===== src/rtl/data_encryption_pkg.sv =====
// Shared types and constants for the encrypted-word reader.
package data_encryption_pkg;

   localparam int unsigned NSYM_DEFAULT = 5;
   localparam int unsigned SYM_W        = 2;
   localparam int unsigned ERR_CNT_W    = 8;

   typedef logic [SYM_W-1:0] sym_t;

   // 2'b10 is the only symbol that decodes to a plaintext 0
   localparam sym_t SYM_ZERO = 2'b10;
   localparam sym_t SYM_RSVD = 2'b11;

endpackage


===== src/rtl/data_encryption_sym_dec.sv =====
// Combinational decode of one descrambled 2-bit symbol into a plaintext bit.
// Reserved-symbol flag exists only when DATA_ENCRYPTION_READER_ERR_EN is defined.
module data_encryption_sym_dec
   import data_encryption_pkg::*;
(
   input  sym_t sym,
   output logic pt_c
`ifdef DATA_ENCRYPTION_READER_ERR_EN
   ,
   output logic rsvd_c
`endif
);

   always_comb begin
      pt_c = (sym != SYM_ZERO);
   end

`ifdef DATA_ENCRYPTION_READER_ERR_EN
   always_comb begin
      rsvd_c = (sym == SYM_RSVD);
   end
`endif

endmodule


===== src/rtl/data_encryption_reader.sv =====
// Descrambles in1 with key in2 and decodes NSYM 2-bit symbols into a registered word.
// Optional reserved-symbol flag and error counter under DATA_ENCRYPTION_READER_ERR_EN.
module data_encryption_reader
   import data_encryption_pkg::*;
#(
   parameter int unsigned NSYM = NSYM_DEFAULT
)
(
   input  logic              clk,
   input  logic              rst_n,
   input  logic              in_valid,
   input  logic [2*NSYM-1:0] in1,
   input  logic [2*NSYM-1:0] in2,
   output logic [NSYM-1:0]   out,
   output logic              out_valid
`ifdef DATA_ENCRYPTION_READER_ERR_EN
   ,
   output logic                 sym_err,
   output logic [ERR_CNT_W-1:0] err_cnt
`endif
);

   localparam int unsigned W = 2*NSYM;

   logic [W-1:0]    x_c;
   logic [NSYM-1:0] pt_c;
`ifdef DATA_ENCRYPTION_READER_ERR_EN
   logic [NSYM-1:0] rsvd_c;
`endif

   always_comb begin
      x_c = in1 ^ in2;
   end

   // Symbol k is taken from the MSB end and lands on out[NSYM-1-k]
   for (genvar k = 0; k < NSYM; k++) begin : g_sym
      data_encryption_sym_dec u_dec (
         .sym    (x_c[W-1-2*k -: 2]),
         .pt_c   (pt_c[NSYM-1-k])
`ifdef DATA_ENCRYPTION_READER_ERR_EN
         ,
         .rsvd_c (rsvd_c[NSYM-1-k])
`endif
      );
   end

   always_ff @(posedge clk) begin
      if (!rst_n) begin
         out       <= '0;
         out_valid <= 1'b0;
      end else begin
         out_valid <= in_valid;
         if (in_valid) begin
            out <= pt_c;
         end
      end
   end

`ifdef DATA_ENCRYPTION_READER_ERR_EN
   // Flag is held with out; counter saturates rather than wrapping
   always_ff @(posedge clk) begin
      if (!rst_n) begin
         sym_err <= 1'b0;
         err_cnt <= '0;
      end else if (in_valid) begin
         sym_err <= |rsvd_c;
         if ((|rsvd_c) && (err_cnt != {ERR_CNT_W{1'b1}})) begin
            err_cnt <= err_cnt + ERR_CNT_W'(1);
         end
      end
   end
`endif

endmodule


===== config.mk =====
export PLATFORM = sky130hd
export DESIGN_NAME = data_encryption_reader
export DESIGN_NICKNAME = d
export VERILOG_FILES = /design/src/rtl/data_encryption_pkg.sv /design/src/rtl/data_encryption_sym_dec.sv /design/src/rtl/data_encryption_reader.sv
export SDC_FILE = /design/constraint.sdc
export NUM_CORES = 1
export LEC_CHECK = 0
export BUFFER_PORTS_ARGS = -buffer_cell sky130_fd_sc_hd__buf_2
export CORE_AREA = 10 10 47 49
export CTS_BUF_LIST = sky130_fd_sc_hd__clkbuf_4 sky130_fd_sc_hd__clkbuf_8 sky130_fd_sc_hd__clkbuf_16
export DETAILED_ROUTE_END_ITERATION = 8
export DIE_AREA = 0 0 57 59
export GPL_ROUTABILITY_DRIVEN = 0
export HOLD_SLACK_MARGIN = 0.06
export SLEW_MARGIN = 25
export SYNTH_ARGS = -nofsm -noshare
export SYNTH_HDL_FRONTEND = slang
export SYNTH_SLANG_ARGS = --single-unit

===== constraint.sdc =====
create_clock -name clk -period 0.8 [get_ports clk]
set_input_delay 0.12 -clock clk [delete_from_list [all_inputs] [get_ports clk]]
set_output_delay 0.12 -clock clk [all_outputs]
set_load 0.01 [all_outputs]

After elaboration in Yosys (flattened, before gate mapping)
Index checks and enable logic that the tools add are counted.
{"block": "totals", "register_bits": 6, "latch_bits": 0, "mem_bits_rw": 0, "mem_bits_ro": 0, "in_bits": 23, "output_inout_bits": 6, "elab_cells": 8, "mem_count": 0}
{"block": "op_classes", "n_addsub": 0, "n_mul": 0, "div_mod_pow": 0, "magnitude_cmp": 0, "n_eq_ne": 5, "shifts": 0, "mux": 0, "bitwise_logic": 1, "n_reduce_logical": 0}
{"operator": "$ne A2 B2 Y1 const B", "count": 5}
{"operator": "$xor A10 B10 Y10", "count": 1}

Longest topological paths before layout
{"block": "logic_depth", "ltp_word": 2, "ltp_mapped": 3, "depth_no_buf": 2}

Cells and area by module
Synthesis repeated with hierarchy kept, for this count alone.
{"block": "hier_totals", "cells_unflattened": 33, "hier_area_um2": 339.1}
{"module": "data_encryption_reader", "n_inst": 1, "cells_per_inst": 28, "area_per_inst_um2": 307.8, "seq_area_each_um2": 120.1}
{"module": "data_encryption_sym_dec", "n_inst": 5, "cells_per_inst": 1, "area_per_inst_um2": 6.3, "seq_area_each_um2": 0.0}

Least setup slack after synthesis
OpenSTA, ideal clock, no wires.
{"block": "synth_path", "kind": "register to register", "start": "reg out[3] (netlist name)", "end": "reg out[3]", "setup_ns": 0.123, "arrival_time_ns": 0.495, "required_time_ns": 0.677, "slack_ns": 0.182, "path_stages_with_launch": 3, "n_path_buf": 0, "period_less_slack_ns": 0.618, "path_cell_list": "dfxtp_1 o21ai_0 a31oi_1"}
{"element": "end signal: assignment", "line_no": "data_encryption_reader.sv:54", "source": "out <= pt_c;"}
{"element": "end: declaration", "line_no": "data_encryption_reader.sv:14", "source": "output logic [NSYM-1:0] out,"}

Worst setup path in the final report
{"block": "layout_path", "start": "reg out[2]", "end": "out out[2]"}
No word-level cell between the ends.

==> reports/qor.yml <==
global_routing:
  grt_use_met2_pct: 7.75
  use_met1_pct: 5.26
  grt_max_degree: 12
  busiest_layer: "met2"
  grt_pass1_vias: 341
  grtUsageTotal_pct: 5.63
  grt_pass1_wl_um: 1410
  overflow: 0
  antenna_found_initial: 0
  met3_usage_pct: 4.51
die:
  rows: 14
  pin_count: 29
  die_area_um2: 3360
  start_util_pct: 19.8
  die_w_um: 57
  die_h_um: 59
  core-area_um2: 1400
yosys:
  ys_seq_elements: 6
  syn_nets: 51
  yosysTopAreaCellShare_pct: 43.2
  postSynthAreaPerCell_um2: 9.92
  synth.yosys.seq_area_share_pct: 43.2
  synthTopCellsByCount: "dfxtp_1, a31oi_1, xnor2_1, xor2_1, o21ai_1"
  ys.flop_type: "dfxtp_1"
  ys_async_sr_fraction_pct: 0
  synth_area_leader_cell: "dfxtp_1"
  synth_cell_type_count: 8
  synth_edf_count: 0
  synth_most_common_cell: "dfxtp_1"
  syn_inst: 28
  syn_area_um2: 278
  ys_warn_count: 0
  synth_area_leaders: "dfxtp_1, xnor2_1, xor2_1, a31oi_1, o21ai_1"
finish:
  drive_gt1_share_pct: 62.1
  fin_area_um2: 490
  areaGrowthSynthToFinish_pct: 76.6
  num-nets-final: 83
  diodes: 0
  fillers: 164
  fin_cells: 74
routing:
  drc: 0
  ant_nets: 0
  wl_per_cell_um: 11.8
  avgViaCountPerCell: 3.97
  vias: 294
  dr.pass1.iters: 3
  routed_wl_um: 873
  drt_iter0_drc: 3
worst_hold_path:
  min_path_type: "in -> reg"
timing:
  fin_crit_ns: 0.794
  max_freq_mhz: 1260
  period_share_pct: 99.3
  rsz0062_at_grt: "true"
  fin_worst_skew_ns: 0
  worst_pin_slew_ns: 0.173
  hold_viol_final: 0
  relSlewSlack_pct: 88.5
  finalSetupViolations: 0
  whs_ns: 0.158
  setup_tns_ns: 0
  slew_viol_final: 0
pwr:
  power.total_mw: 0.816
  total_leakage_power_nw: 0.235
  vdd_drop_max_uv: 518
  power_density_nw_per_um2: 1660
setup_path:
  endpoint_kind: "primary output"
  slowest_stage: "dfxtp_2"
  cp_top_family: "flip-flops"
  path_max_fanout: 2
  critPathLaunchType: "flip-flop"
  crit_buf_inv: 1
  cp.required_ns: 0.68
  critPathKind: "reg -> out"
  worstPathCellList: "buf_6"
  critPathMaxStageDelay_ns: 0.32
  arrival_ns: 0.67
clocking:
  clk_pin_slew_ns: 0.05
  cts_buffers: 3
  ctsHtreeMaxLevel: 1
  insertion_delay_ns: 0.24
  cts_tree: "yes"
  root_buffer: "clkbuf_4"
  cts_hold_buf: 0
  cts_sinks: 6
  cts_max_path_buffers: 2
flow_run:
  drv_cap: 0
placement:
  dpl.cell_count: 71
  placed_area_um2: 430
  portBuffers: 28
status:
  status: "finished, final reports clean"
==> final timing paths <==
check / startpoint / endpoint / cells past startpoint / slack, ns
max: out[2]$_SDFFE_PN0P_ / out[2] / 1 / 0.006
min: rst_n / out_valid$_SDFF_PN0_ / 2 / 0.16
max reg2reg: out[3]$_SDFFE_PN0P_ / out[3]$_SDFFE_PN0P_ / 2 / 0.17
min reg2reg: out[1]$_SDFFE_PN0P_ / out[1]$_SDFFE_PN0P_ / 2 / 0.51
==> sequential cells by signal, indices dropped and copies added, names as in the netlist <==
register,cells
out_valid,1
out,5
==> cell usage in the layout, fill, tap and decap left out <==
| cell | count |
|---|---|
| a31oi_1 | 5 |
| and2_1 | 1 |
| buf_2 | 23 |
| buf_6 | 5 |
| clkbuf_4 | 3 |
| dfxtp_1 | 1 |
| dfxtp_2 | 5 |
| o21ai_0 | 1 |
| o21ai_1 | 4 |
| xnor2_1 | 5 |
| xor2_1 | 5 |
==> power breakdown <==
part	leakage (nW)	internal, mW	switching (mW)
Clock	0.0138	0.170	0.109
Combinational	0.170	0.117	0.0751
Sequential	0.0513	0.329	0.0153
==> repair_timing <==
item / in CTS / in global routing
setup endpoints to repair: 5 / 6
buffers inserted: 0 / 0
resized for setup: 10 / 0
endpoints found under the hold margin: 0 / 0
==> cells by family (layout without fill, tap and decap cells) <==
logic type | count (synthesis) | after routing | share of synthesized area [%]
AO/OA/AOI/OAI | 10 | 10 | 20.3
XOR/XNOR | 10 | 10 | 31.5
flip-flops | 6 | 6 | 43.2
AND/OR/NAND/NOR | 1 | 1 | 2.25
buffers and inverters | 1 | 31 | 2.70
==> routing by layer <==
layer / share of wire, % / up-vias
met5: 0 / -
met4: 2.6 / 0
met3: 12 / 2
met2: 48 / 19
met1: 38 / 115
li1: - / 158
==> cell type report <==
| cell class | instances | area, um^2 | share of cell area (%) |
|---|---|---|---|
| timing repair buffer | 28 | 171 | 34.9 |
| multi-input combinational | 21 | 150 | 30.6 |
| sequential | 6 | 126 | 25.8 |
| clock buffer | 3 | 22.5 | 4.59 |
| tap | 16 | 20.0 | 4.08 |
==> per-stage QoR <==
stage | worst slack (ns) | utilization (%)
after global routing | -0.0328 | 35.0
after detailed placement | 0.164 | 30.7
after CTS | -0.00701 | 35.0
final | 0.00560 | 35.0
after global placement | 0.189 | 30.7
after floorplan | 0.182 | -
(Power assumes the default switching activity.)
